**config.mk**
```make
export PLATFORM = sky130hd
export DESIGN_NAME = mem_arbiter_flat
export DESIGN_NICKNAME = d
export VERILOG_FILES = /design/src/rtl/mem_arbiter_if.sv /design/src/rtl/mem_arbiter.sv /design/src/flat_wrapper.sv
export SDC_FILE = /design/constraint.sdc
export NUM_CORES = 1
export LEC_CHECK = 0
export ABC_AREA = 1
export ABC_CLOCK_PERIOD_IN_PS = 5510
export CORE_AREA = 2 2 88 175
export DETAILED_ROUTE_END_ITERATION = 6
export DIE_AREA = 0 0 90 177
export PLACE_DENSITY = 0.85
export SYNTH_ARGS = -nofsm -noshare
export SYNTH_HDL_FRONTEND = slang
export SYNTH_SLANG_ARGS = --single-unit
```
**constraint.sdc**
```tcl
create_clock -name clk -period 5.51 [get_ports clk]
set_input_delay 1.102 -clock clk [delete_from_list [all_inputs] [get_ports clk]]
set_output_delay 1.102 -clock clk [all_outputs]
set_load 0.05 [all_outputs]
```
**src/rtl/mem_arbiter_if.sv**
```systemverilog
// Interface bundling the arbiter's two requester ports and its memory port.
//   imem_*  : instruction fetch request/response (core side)
//   dmem_*  : load/store request/response (core side)
//   mem_*   : unified single-port memory request/response (bus side)
//   bus_err : watchdog abort indication, pulses together with a ready
// Modports:
//   slave  : the arbiter's view (takes requests, drives responses and the memory bus)
//   master : the environment's view (core + memory model)
interface mem_arbiter_if #(
  parameter int unsigned ADDR_W = 32,
  parameter int unsigned DATA_W = 32
);
  logic [ADDR_W-1:0] imem_rd_addr;
  logic              imem_rd_enable;
  logic [DATA_W-1:0] imem_rd_data;
  logic              imem_rd_ready;

  logic [ADDR_W-1:0] dmem_addr;
  logic              dmem_r_enable;
  logic              dmem_w_enable;
  logic [1:0]        dmem_w_size;
  logic [DATA_W-1:0] dmem_w_data;
  logic [DATA_W-1:0] dmem_r_data;
  logic              dmem_ready;

  logic              mem_req;
  logic              mem_we;
  logic [1:0]        mem_size;
  logic [ADDR_W-1:0] mem_addr;
  logic [DATA_W-1:0] mem_wdata;
  logic [DATA_W-1:0] mem_rdata;
  logic              mem_ack;

  logic              bus_err;

  modport slave (
    input  imem_rd_addr, imem_rd_enable,
    output imem_rd_data, imem_rd_ready,
    input  dmem_addr, dmem_r_enable, dmem_w_enable, dmem_w_size, dmem_w_data,
    output dmem_r_data, dmem_ready,
    output mem_req, mem_we, mem_size, mem_addr, mem_wdata,
    input  mem_rdata, mem_ack,
    output bus_err
  );

  modport master (
    output imem_rd_addr, imem_rd_enable,
    input  imem_rd_data, imem_rd_ready,
    output dmem_addr, dmem_r_enable, dmem_w_enable, dmem_w_size, dmem_w_data,
    input  dmem_r_data, dmem_ready,
    input  mem_req, mem_we, mem_size, mem_addr, mem_wdata,
    output mem_rdata, mem_ack,
    input  bus_err
  );
endinterface

```
**src/rtl/mem_arbiter.sv**
```systemverilog
// Arbiter sharing one single-port memory between instruction fetch and data access.
// One transaction at a time: grant in IDLE, hold the bus in BUSY until mem_ack (or
// watchdog abort), pulse the requester's ready, then one RESP cycle before re-arbitrating.
// Ports:
//   clk   : clock
//   reset : synchronous, active-high reset
//   bus   : mem_arbiter_if slave modport (fetch, data and memory sides, bus_err)
// Parameters:
//   ADDR_W, DATA_W : must match the connected interface
//   TIMEOUT        : BUSY cycles without mem_ack before abort; 0 disables (max 65535)
module mem_arbiter #(
  parameter int unsigned ADDR_W  = 32,
  parameter int unsigned DATA_W  = 32,
  parameter int unsigned TIMEOUT = 256
) (
  input logic           clk,
  input logic           reset,
  mem_arbiter_if.slave  bus
);

  typedef enum logic [1:0] {StIdle, StBusyI, StBusyD, StResp} state_e;

  localparam logic        GrantI      = 1'b0;
  localparam logic        GrantD      = 1'b1;
  localparam logic [15:0] TimeoutLast = 16'(TIMEOUT - 1);

  state_e            state_q, state_d;
  logic              last_grant_q, last_grant_d;
  logic [15:0]       wd_q, wd_d;

  logic              mem_req_q, mem_req_d;
  logic              mem_we_q, mem_we_d;
  logic [1:0]        mem_size_q, mem_size_d;
  logic [ADDR_W-1:0] mem_addr_q, mem_addr_d;
  logic [DATA_W-1:0] mem_wdata_q, mem_wdata_d;
  logic [DATA_W-1:0] imem_rd_data_q, imem_rd_data_d;
  logic              imem_rd_ready_q, imem_rd_ready_d;
  logic [DATA_W-1:0] dmem_r_data_q, dmem_r_data_d;
  logic              dmem_ready_q, dmem_ready_d;
  logic              bus_err_q, bus_err_d;

  logic              ireq, dreq, grant_d, grant_i, timed_out;

  assign ireq = bus.imem_rd_enable;
  assign dreq = bus.dmem_r_enable | bus.dmem_w_enable;
  // With both pending, the side that did not win last time goes next.
  assign grant_d = dreq & (~ireq | (last_grant_q == GrantI));
  assign grant_i = ireq & ~grant_d;
  assign timed_out = (TIMEOUT != 0) && (wd_q == TimeoutLast);

  always_comb begin
    state_d         = state_q;
    last_grant_d    = last_grant_q;
    wd_d            = wd_q;
    mem_req_d       = mem_req_q;
    mem_we_d        = mem_we_q;
    mem_size_d      = mem_size_q;
    mem_addr_d      = mem_addr_q;
    mem_wdata_d     = mem_wdata_q;
    imem_rd_data_d  = imem_rd_data_q;
    dmem_r_data_d   = dmem_r_data_q;
    imem_rd_ready_d = 1'b0;
    dmem_ready_d    = 1'b0;
    bus_err_d       = 1'b0;

    unique case (state_q)
      StIdle: begin
        if (grant_d) begin
          state_d      = StBusyD;
          last_grant_d = GrantD;
          wd_d         = '0;
          mem_req_d    = 1'b1;
          mem_addr_d   = bus.dmem_addr;
          mem_wdata_d  = bus.dmem_w_data;
          // A store wins over a load when both enables are high.
          mem_we_d     = bus.dmem_w_enable;
          mem_size_d   = bus.dmem_w_enable ? bus.dmem_w_size : 2'd2;
        end else if (grant_i) begin
          state_d      = StBusyI;
          last_grant_d = GrantI;
          wd_d         = '0;
          mem_req_d    = 1'b1;
          mem_addr_d   = bus.imem_rd_addr;
          mem_wdata_d  = '0;
          mem_we_d     = 1'b0;
          mem_size_d   = 2'd2;
        end
      end

      StBusyI, StBusyD: begin
        // An ack in the timeout cycle counts as a normal completion.
        if (bus.mem_ack) begin
          state_d   = StResp;
          mem_req_d = 1'b0;
          if (state_q == StBusyI) begin
            imem_rd_data_d  = bus.mem_rdata;
            imem_rd_ready_d = 1'b1;
          end else begin
            if (!mem_we_q) dmem_r_data_d = bus.mem_rdata;
            dmem_ready_d = 1'b1;
          end
        end else if (timed_out) begin
          state_d   = StResp;
          mem_req_d = 1'b0;
          bus_err_d = 1'b1;
          if (state_q == StBusyI) begin
            imem_rd_data_d  = '0;
            imem_rd_ready_d = 1'b1;
          end else begin
            dmem_r_data_d = '0;
            dmem_ready_d  = 1'b1;
          end
        end else if (TIMEOUT != 0) begin
          wd_d = wd_q + 16'd1;
        end
      end

      StResp: state_d = StIdle;

      default: state_d = StIdle;
    endcase
  end

  always_ff @(posedge clk) begin
    if (reset) begin
      state_q         <= StIdle;
      last_grant_q    <= GrantI;
      wd_q            <= '0;
      mem_req_q       <= 1'b0;
      mem_we_q        <= 1'b0;
      mem_size_q      <= '0;
      mem_addr_q      <= '0;
      mem_wdata_q     <= '0;
      imem_rd_data_q  <= '0;
      imem_rd_ready_q <= 1'b0;
      dmem_r_data_q   <= '0;
      dmem_ready_q    <= 1'b0;
      bus_err_q       <= 1'b0;
    end else begin
      state_q         <= state_d;
      last_grant_q    <= last_grant_d;
      wd_q            <= wd_d;
      mem_req_q       <= mem_req_d;
      mem_we_q        <= mem_we_d;
      mem_size_q      <= mem_size_d;
      mem_addr_q      <= mem_addr_d;
      mem_wdata_q     <= mem_wdata_d;
      imem_rd_data_q  <= imem_rd_data_d;
      imem_rd_ready_q <= imem_rd_ready_d;
      dmem_r_data_q   <= dmem_r_data_d;
      dmem_ready_q    <= dmem_ready_d;
      bus_err_q       <= bus_err_d;
    end
  end

  assign bus.mem_req       = mem_req_q;
  assign bus.mem_we        = mem_we_q;
  assign bus.mem_size      = mem_size_q;
  assign bus.mem_addr      = mem_addr_q;
  assign bus.mem_wdata     = mem_wdata_q;
  assign bus.imem_rd_data  = imem_rd_data_q;
  assign bus.imem_rd_ready = imem_rd_ready_q;
  assign bus.dmem_r_data   = dmem_r_data_q;
  assign bus.dmem_ready    = dmem_ready_q;
  assign bus.bus_err       = bus_err_q;

endmodule
```
**src/flat_wrapper.sv**
```systemverilog
// flat-port wrapper written by rule: the top's interface ports become plain ports
module mem_arbiter_flat 
#(
  parameter int unsigned ADDR_W  = 32,
  parameter int unsigned DATA_W  = 32,
  parameter int unsigned TIMEOUT = 256
)
  (clk, reset, bus_imem_rd_addr, bus_imem_rd_enable, bus_imem_rd_data, bus_imem_rd_ready, bus_dmem_addr, bus_dmem_r_enable, bus_dmem_w_enable, bus_dmem_w_size, bus_dmem_w_data, bus_dmem_r_data, bus_dmem_ready, bus_mem_req, bus_mem_we, bus_mem_size, bus_mem_addr, bus_mem_wdata, bus_mem_rdata, bus_mem_ack, bus_bus_err);
  mem_arbiter_if #(.ADDR_W(ADDR_W), .DATA_W(DATA_W)) bus_i ();
  input logic clk;
  input logic reset;
  input wire logic [$bits(bus_i.imem_rd_addr)-1:0] bus_imem_rd_addr;
  input wire logic [$bits(bus_i.imem_rd_enable)-1:0] bus_imem_rd_enable;
  output wire logic [$bits(bus_i.imem_rd_data)-1:0] bus_imem_rd_data;
  output wire logic [$bits(bus_i.imem_rd_ready)-1:0] bus_imem_rd_ready;
  input wire logic [$bits(bus_i.dmem_addr)-1:0] bus_dmem_addr;
  input wire logic [$bits(bus_i.dmem_r_enable)-1:0] bus_dmem_r_enable;
  input wire logic [$bits(bus_i.dmem_w_enable)-1:0] bus_dmem_w_enable;
  input wire logic [$bits(bus_i.dmem_w_size)-1:0] bus_dmem_w_size;
  input wire logic [$bits(bus_i.dmem_w_data)-1:0] bus_dmem_w_data;
  output wire logic [$bits(bus_i.dmem_r_data)-1:0] bus_dmem_r_data;
  output wire logic [$bits(bus_i.dmem_ready)-1:0] bus_dmem_ready;
  output wire logic [$bits(bus_i.mem_req)-1:0] bus_mem_req;
  output wire logic [$bits(bus_i.mem_we)-1:0] bus_mem_we;
  output wire logic [$bits(bus_i.mem_size)-1:0] bus_mem_size;
  output wire logic [$bits(bus_i.mem_addr)-1:0] bus_mem_addr;
  output wire logic [$bits(bus_i.mem_wdata)-1:0] bus_mem_wdata;
  input wire logic [$bits(bus_i.mem_rdata)-1:0] bus_mem_rdata;
  input wire logic [$bits(bus_i.mem_ack)-1:0] bus_mem_ack;
  output wire logic [$bits(bus_i.bus_err)-1:0] bus_bus_err;
  assign bus_i.imem_rd_addr = bus_imem_rd_addr;
  assign bus_i.imem_rd_enable = bus_imem_rd_enable;
  assign bus_imem_rd_data = bus_i.imem_rd_data;
  assign bus_imem_rd_ready = bus_i.imem_rd_ready;
  assign bus_i.dmem_addr = bus_dmem_addr;
  assign bus_i.dmem_r_enable = bus_dmem_r_enable;
  assign bus_i.dmem_w_enable = bus_dmem_w_enable;
  assign bus_i.dmem_w_size = bus_dmem_w_size;
  assign bus_i.dmem_w_data = bus_dmem_w_data;
  assign bus_dmem_r_data = bus_i.dmem_r_data;
  assign bus_dmem_ready = bus_i.dmem_ready;
  assign bus_mem_req = bus_i.mem_req;
  assign bus_mem_we = bus_i.mem_we;
  assign bus_mem_size = bus_i.mem_size;
  assign bus_mem_addr = bus_i.mem_addr;
  assign bus_mem_wdata = bus_i.mem_wdata;
  assign bus_i.mem_rdata = bus_mem_rdata;
  assign bus_i.mem_ack = bus_mem_ack;
  assign bus_bus_err = bus_i.bus_err;
  mem_arbiter #(.ADDR_W(ADDR_W), .DATA_W(DATA_W), .TIMEOUT(TIMEOUT)) u_core (.clk(clk), .reset(reset), .bus(bus_i));
endmodule
```
[After elaboration in Yosys (flattened, before gate mapping)]
Index checks and enable logic that the tools add are counted.
Word-level totals
  flip-flop bits (word level): 154
  word-level logic and storage cells: 86
  input bits: 136
Operators by class
  bitwise logic cells: 9
  $add $sub $neg: 1
  reductions and logical operators: 13
  eq/ne operators: 9
  muxes and demuxes: 41
Operator list (count)
  32-bit 2-to-1 mux: 13
  16-bit 2-to-1 mux: 4
  16-bit one-hot mux with 2 select lines: 1
  16-bit by 1-bit adder with 16-bit output, second input constant: 1
  16-bit by 8-bit equality test with 1-bit output, second input constant: 1
  1-bit 2-to-1 mux: 14
  2-bit 2-to-1 mux: 7
  4-bit AND reduction: 2
  2-bit != test, second input constant: 3
  2-bit one-hot mux with 3 select lines: 1
  3-bit AND reduction: 2
  2-bit nonzero test: 3
  1-bit NOT: 5
  2-bit equality test, second input constant: 2
  2-bit AND reduction: 2
  2-bit OR reduction: 2
  3-bit by 1-bit != test with 1-bit output, second input constant: 1
  3-bit by 2-bit != test with 1-bit output, second input constant: 1
  3-bit OR reduction: 1
  1-bit AND: 2
  2-bit by 1-bit equality test with 1-bit output, second input constant: 1
  2-bit zero test: 1
  1-bit OR: 2
  1-bit one-hot mux with 2 select lines: 1

[Logic depth before layout (Yosys ltp)]
Gate-level depths: netlist of run 1.
  depth after elaboration: 8
  depth in mapped cells: 11

[Least setup slack after synthesis of run 1]
OpenSTA, ideal clock, no wires.
  path kind: in2reg
  start: input bus_mem_ack
  end: register u_core.dmem_r_data_q[20], in the netlist u_core.bus.dmem_r_data[20]
  library setup time: 117 ps
  data arrival time: 2224 ps
  slack: 3169 ps
  required time: 5393 ps
  stages on the path: 7
  cells stage by stage: buf_2 > a21oi_1 > clkbuf_1 > buf_2 > nand3_1 > nand2_1 > nor2_1
On the way
  longest elaborated chain between the ends: 2
  elaborated cells on any way between the ends: 4
RTL lines
  start: declaration: line flat_wrapper.sv:29  | input wire logic [$bits(bus_i.mem_ack)-1:0] bus_mem_ack;
  2-bit != test (no line) / 2-bit nonzero test (equally long branches)
  4-bit AND reduction (no line)
  end signal: assignment: line mem_arbiter.sv:150  | dmem_r_data_q <= dmem_r_data_d;
  end: declaration: line mem_arbiter.sv:38  | logic [DATA_W-1:0] dmem_r_data_q, dmem_r_data_d;
Several ways; a longest one is shown, not always the timed one.
A chain may end at the register's enable or synchronous reset.

[Final worst setup path of run 1]
  start: input bus_dmem_w_enable
  end: register u_core.mem_addr_q[25], in the netlist u_core.bus.mem_addr[25]
On the way
  longest elaborated chain between the ends: 6
  elaborated cells on any way between the ends: 7
RTL lines
  start: declaration: line flat_wrapper.sv:18  | input wire logic [$bits(bus_i.dmem_w_enable)-1:0] bus_dmem_w_enable;
  1-bit OR *: line mem_arbiter.sv:45  | assign dreq = bus.dmem_r_enable | bus.dmem_w_enable;
  1-bit AND *: line mem_arbiter.sv:47  | assign grant_d = dreq & (~ireq | (last_grant_q == GrantI));
  1-bit NOT: line mem_arbiter.sv:48  | assign grant_i = ireq & ~grant_d;
  1-bit AND: line mem_arbiter.sv:48
  2-bit nonzero test (no line)
  2-bit AND reduction (no line)
  end signal: assignment: line mem_arbiter.sv:146  | mem_addr_q <= mem_addr_d;
  end: declaration: line mem_arbiter.sv:34  | logic [ADDR_W-1:0] mem_addr_q, mem_addr_d;
Every way passes the cells marked *; elsewhere a longest branch is shown, timed or not.

==> results of run 1 <==
worst min-delay path by stage:
stage | endpoint | cells past startpoint | slack [ps] | start
2_1_floorplan | u_core.wd_q[0] | 1 | 450 | u_core.wd_q[0]
5_1_grt | u_core.bus.mem_wdata[0] | 2 | 490 | u_core.bus.mem_wdata[0]
3_5_place_dp | u_core.bus.mem_wdata[9] | 2 | 460 | u_core.bus.mem_wdata[9]
4_1_cts | u_core.bus.mem_wdata[9] | 2 | 470 | u_core.bus.mem_wdata[9]
6_report | u_core.bus.mem_wdata[9] | 2 | 460 | u_core.bus.mem_wdata[9]
3_3_place_gp | u_core.bus.dmem_r_data[31] | 2 | 450 | u_core.bus.dmem_r_data[31]
flip-flops by register name (all words and copies together), names as in the netlist:
signal	flops
u_core.bus.mem_wdata	32
u_core.bus.mem_addr	32
u_core.bus.dmem_r_data	32
u_core.bus.mem_req	1
u_core.bus.imem_rd_ready	1
u_core.bus.mem_size	2
u_core.wd_q	16
u_core.bus.mem_we	1
u_core.bus.bus_err	1
u_core.bus.dmem_ready	1
u_core.bus.imem_rd_data	32
u_core.state_q	2
u_core.last_grant_q	1
worst register-to-register path: cells and delay by family, from the launching register on:
| family | cells | cell delay (ps) |
|---|---|---|
| AOI/OAI and AO/OA | 2 | 810 |
| adders and majority gates | 1 | 580 |
| buffers and inverters | 2 | 300 |
| DFF | 1 | 390 |
| and+or+nand+nor | 2 | 750 |
cell usage in the layout (no fill, tap or decap), types with 2 or more instances in the layout:
cell             synthesis  layout
a21oi_1                145     144
buf_2                   14       2
buf_4                    0       7
clkbuf_1                39       2
clkbuf_16                0      17
clkdlybuf4s50_1          0     268
clkinv_4                 1       5
clkinvlp_4               0       2
dfxtp_1                154     154
ha_1                     5       5
inv_1                   63      62
inv_2                    1       2
inv_6                    0       5
nand2_1                283     282
nand2_4                  3       3
nand3_1                 57      57
nand3_2                  5       5
nand4_1                 10      10
nor2_1                 137     136
o21ai_0                 40      40
o21ai_2                  1       2
o21bai_1                 4       4
area by class of cell:
cell class,instances,area (um2),area share [%]
Timing Repair Buffer,277,2745,27.49
Tap cell,195,244.0,2.443
Clock inverter,13,110.1,1.103
Inverter,65,249.0,2.493
Sequential cell,154,3083,30.87
Clock buffer,19,432.9,4.335
Multi-Input combinational cell,698,3119,31.24
Antenna cell,1,2.502,0.02506
power by group through the flow:
stage / Clock (mW) / Combinational (mW) / Sequential [mW]
after floorplan: 0 / 1.04 / 2.54
final: 1.09 / 2.85 / 1.60
after global placement: 0 / 2.78 / 1.61
after detailed placement: 0 / 2.84 / 1.61
after global routing: 1.15 / 3.07 / 1.63
after CTS: 1.11 / 2.86 / 1.59
through the flow:
step	hold slack, ps	std cells	utilization, %
after global routing	488.0	1422	68.11
after global placement	448.6	1389	64.39
after CTS	466.7	1421	68.09
after detailed placement	456.1	1389	64.39
final	464.6	1422	68.11
after floorplan	450.3	980	-
kinds of logic (layout without fill, tap and decap cells):
| family | count (synthesis) | count (layout) | share of synthesized area [%] |
|---|---|---|---|
| other | 0 | 1 | 0 |
| buffers and inverters | 128 | 374 | 8.236 |
| and+or+nand+nor | 501 | 501 | 30.66 |
| adders and majority gates | 5 | 5 | 0.9275 |
| AOI/OAI and AO/OA | 192 | 192 | 14.47 |
| DFF | 154 | 154 | 45.71 |
metal layers:
metal	GRT usage (%)	wire (um)
met5	0	0
met4	9.808	434
met3	8.220	1799
met2	43.36	10260
met1	29.00	7975
==> metrics, run 1 <==
reg2reg path depth 7; Crit path depth 8; outcome complete, no violations; Post-synth top flop dfxtp_1; worst setup path end u_core.bus.mem_addr[25]; Ports 271; Setup crit start kind primary input; Final setup viols 0; maximum VDD drop 0.3402 mV; H-tree lvl count 4; Worst-Margin Slew 1004 ps; CTS max path bufs 2; gpl congestion 0.9010; Syn Nets 1121; first-pass GRT wire length 33240 um; Worst R2R Start u_core.state_q[0]; Post-synth ARST share 0%; crit-path max FO 69; reg-to-reg endpoint u_core.wd_q[8]; maxcap violations 0; Fin. Hold Viols 0; post-synth top area cell dfxtp_1; port bufs 270; Seq/Total Area, Yosys 45.71%; Routed Antenna Nets 0; CP top delay family buffers and inverters; Crit path largest cell delay 610 ps; initial core utilization 46.01%; wirelength, routed 20470 um; vias per std cell 5.079; Sw Ratio 47.76%; Total Routing Usage GR 25.22%; switching power 2.644 mW; CP Capture Type flop; PD cells 554.3 mW/mm2; post-synth top area share 45.71%; initial drt markers 403; Synth Cell Area 0.006745 mm2; CP startpoint bus_dmem_w_enable; Crit path buffers/inverters 3; commonest cells in the netlist nand2_1, dfxtp_1, a21oi_1; slew margin rel. 33.07%; Final Cell Area 0.009986 mm2; Row Count 63; DP Area 0.009440 mm2; Area contributors post-synth dfxtp_1, nand2_1, a21oi_1, nor2_1, nand3_1; Ys Warns 0; Logic pwr share 51.6%; Critical Path AT 3590 ps; Slew Viols, Final 0; post_cts resized 0; Synth Register Bits 154; Die Span X 90 um; Final #Nets 1354; Root Buffer Master clkbuf_16; hold_buf cts 0; Post-Synthesis Cells 980; Syn Area/Cell 6.883 um2; Worst Hold Class reg -> reg; Seq pwr share 28.8%; Pwr Total 5.536 mW; area of the core 0.01466 mm2; Clk pwr share 19.6%; r2r setup slk 2580 ps; Layout fillers 1269; Post-DP HPWL 14130 um; Setup CP Type in -> reg; Slowest cell on crit path inv_1; number of global-route vias before repair 7093; Post-CTS Setup Inserts 0; unrepaired setup endpoints after global routing false; Die ar. 0.01593 mm2; CP required 5810 ps; Clock Skew 16.56 ps; Area growth, synth to finish 48.04%; CTS tree built; Detailed Routing Iterations Pass 1 5; internal power 2.892 mW; Inserted Clock Buffers 17; layout cell share with drive strength beyond 1 4.731%; Leak 4.108 nW; clock latency on the worst-skew pair 420 ps; largest net degree at the start of global routing 70; Vias 7223; setup ws final 2218 ps; setup TNS 0 ps; Final Cycle Share 59.75%; Post-route DRC 0; fmax 0.3037 GHz; Clock Sink Count 154; crit-path cells clkdlybuf4s50_1 -> nor2_1 -> nand2_1 -> nand2_2 -> buf_4 -> inv_1 -> o21ai_0 -> a21oi_1; Reg clk slew, reported paths 70 ps; count leader, synth nand2_1; Remaining Overflow, GRT 0; antenna violations before repair 1; min Tclk post-route 3292 ps; Place WS 1799 ps; Die Height 177 um; WL per Instance 14.39 um; Yosys cell types 28; number of flops mapped to enable cells by yosys 0
Power figures use the tool's default switching activity.
==> run 2: changes to the inputs <==
Settings changed: ABC_CLOCK_PERIOD_IN_PS 5510 to 3300, CORE_AREA 2 2 88 175 to 2 2 91 181, DIE_AREA 0 0 90 177 to 0 0 93 183, PLACE_DENSITY 0.85 to 0.8.
Clock period 5.51 ns to 3.3 ns, I/O delays scaled along.
==> run 2 against run 1 <==
  * Count of clock-buffer cells in the layout unchanged
  * Design area increased by 1.1%
  * Hold slack got worse by 1.5 ps
  * Non-clock buffer count increased by 7
  * Clock power increased by 83%
  * Via count decreased by 0.71%
  * Critical path type is now reg -> reg
  * Largest power group unchanged
  * Highest routed layer unchanged
==> metrics, run 2 (synthesis results as in run 1) <==
Layout fillers 1411; first-pass GRT wire length 32760 um; Fin. Hold Viols 0; min Tclk post-route 2653 ps; Final Cycle Share 80.40%; PD cells 933.9 mW/mm2; # diodes 0; most frequent CP cell nand2_1; fmax 0.3769 GHz; CP Capture Type flop; Slew Viols, Final 0; Inserted Clock Buffers 17; maximum VDD drop 0.5852 mV; wl on met1 8129 um; Slowest cell on crit path ha_1; Post-route DRC 0; Die ar. 0.01702 mm2; Total Routing Usage GR 23.64%; hold_buf cts 0; Hold Path Cell Cnt 2; Worst Hold Class reg -> reg; initial drt markers 424; initial core utilization 43.20%; Final Util 64.68%; r2r setup slk 650 ps; area of the core 0.01562 mm2; slew margin rel. 45.16%; Root Buffer Master clkbuf_16; Die Height 183 um; Crit path largest cell delay 570 ps; CP top delay family simple AND/OR/NAND/NOR gates; crit-path cells inv_1 -> ha_1 -> nand2_1 -> nand2_4 -> nand2_4 -> nand2_1 -> nand2_1 -> nor2_1; Row Count 65; Final #Nets 1361; Crit path depth 8; unrepaired setup endpoints after global routing false; layout cell share with drive strength beyond 1 5.280%; Vias 7172; gpl congestion 0.8830; port bufs 270; Final setup viols 0; H-tree lvl count 4; WL per Instance 14.18 um; Post-CTS Setup Inserts 0; crit-path max FO 39; Detailed Routing Iterations Pass 1 6; Reg clk slew, reported paths 60 ps; Hold Slack 463.1 ps; Leak 4.160 nW; number of global-route vias before repair 6900; Crit path buffers/inverters 1; CTS max path bufs 2; Remaining Overflow, GRT 0; Clock Sink Count 154; Setup crit start kind flop; setup TNS 0 ps; clock latency on the worst-skew pair 420 ps; WL met2 9961 um; setup ws final 646.9 ps; post_cts resized 0; Area growth, synth to finish 49.73%; reg2reg path depth 8; Multi-input gate area 0.003119 mm2; wirelength, routed 20300 um; antenna violations before repair 0; register area 0.003083 mm2; vias per std cell 5.008; largest net degree at the start of global routing 58; Ports 271; DR WL met3 1759 um; Setup CP Type reg -> reg; Critical Path AT 3000 ps; Post-DP HPWL 14260 um; Clock Skew 9.848 ps; Place WS 547.1 ps; outcome complete, no violations; CP required 3650 ps; Routed Antenna Nets 0; commonest non-fill, non-tap cell in the layout nand2_1; uppermost layer routed met4; CTS tree built; Die Span X 93 um; most frequent cells in the layout nand2_1, clkdlybuf4s50_1, dfxtp_1; maxcap violations 0; Worst-Margin Slew 821.7 ps
-- run 2: layer usage --
metal,up-vias,GRT usage [%]
met1,3232,27.69
met4,0,8.647
met2,302,40.29
met5,-,0
met3,38,7.272
li1,3600,-
-- run 2: area by class of cell --
class                      count  share of cell area (%)
sequential                   154                   30.53
timing repair buffer         284                   27.70
tap                          201                   2.490
clock buffer                  19                   4.485
clock inverter                11                   1.449
multi-input combinational    698                   30.88
inverter                      65                   2.465
-- run 2: worst min-delay path, stage by stage, from the launching register on --
cell	delay, ps
dfxtp_1	310
nand2_1	60
a21oi_1	50
-- run 2: through the flow --
step / cells / instance area (um2) / power, mW
after floorplan: 980 / 6745 / 5.985
after global placement: 1402 / 9500 / 7.397
after detailed placement: 1402 / 9500 / 7.460
after CTS: 1432 / 10100 / 9.485
after global routing: 1432 / 10100 / 9.985
final: 1432 / 10100 / 9.433
-- run 2: where the power goes --
part | switching, mW | internal [mW] | total (mW)
clock network | 0.771 | 1.22 | 1.99
logic | 3.27 | 1.51 | 4.78
registers | 0.291 | 2.37 | 2.66
-- run 2: worst paths after layout --
check	startpoint	end
max	u_core.state_q[0]	u_core.bus.dmem_r_data[2]
min	u_core.bus.dmem_r_data[23]	u_core.bus.dmem_r_data[23]
max reg2reg	u_core.state_q[0]	u_core.bus.dmem_r_data[2]
min reg2reg	u_core.bus.dmem_r_data[23]	u_core.bus.dmem_r_data[23]
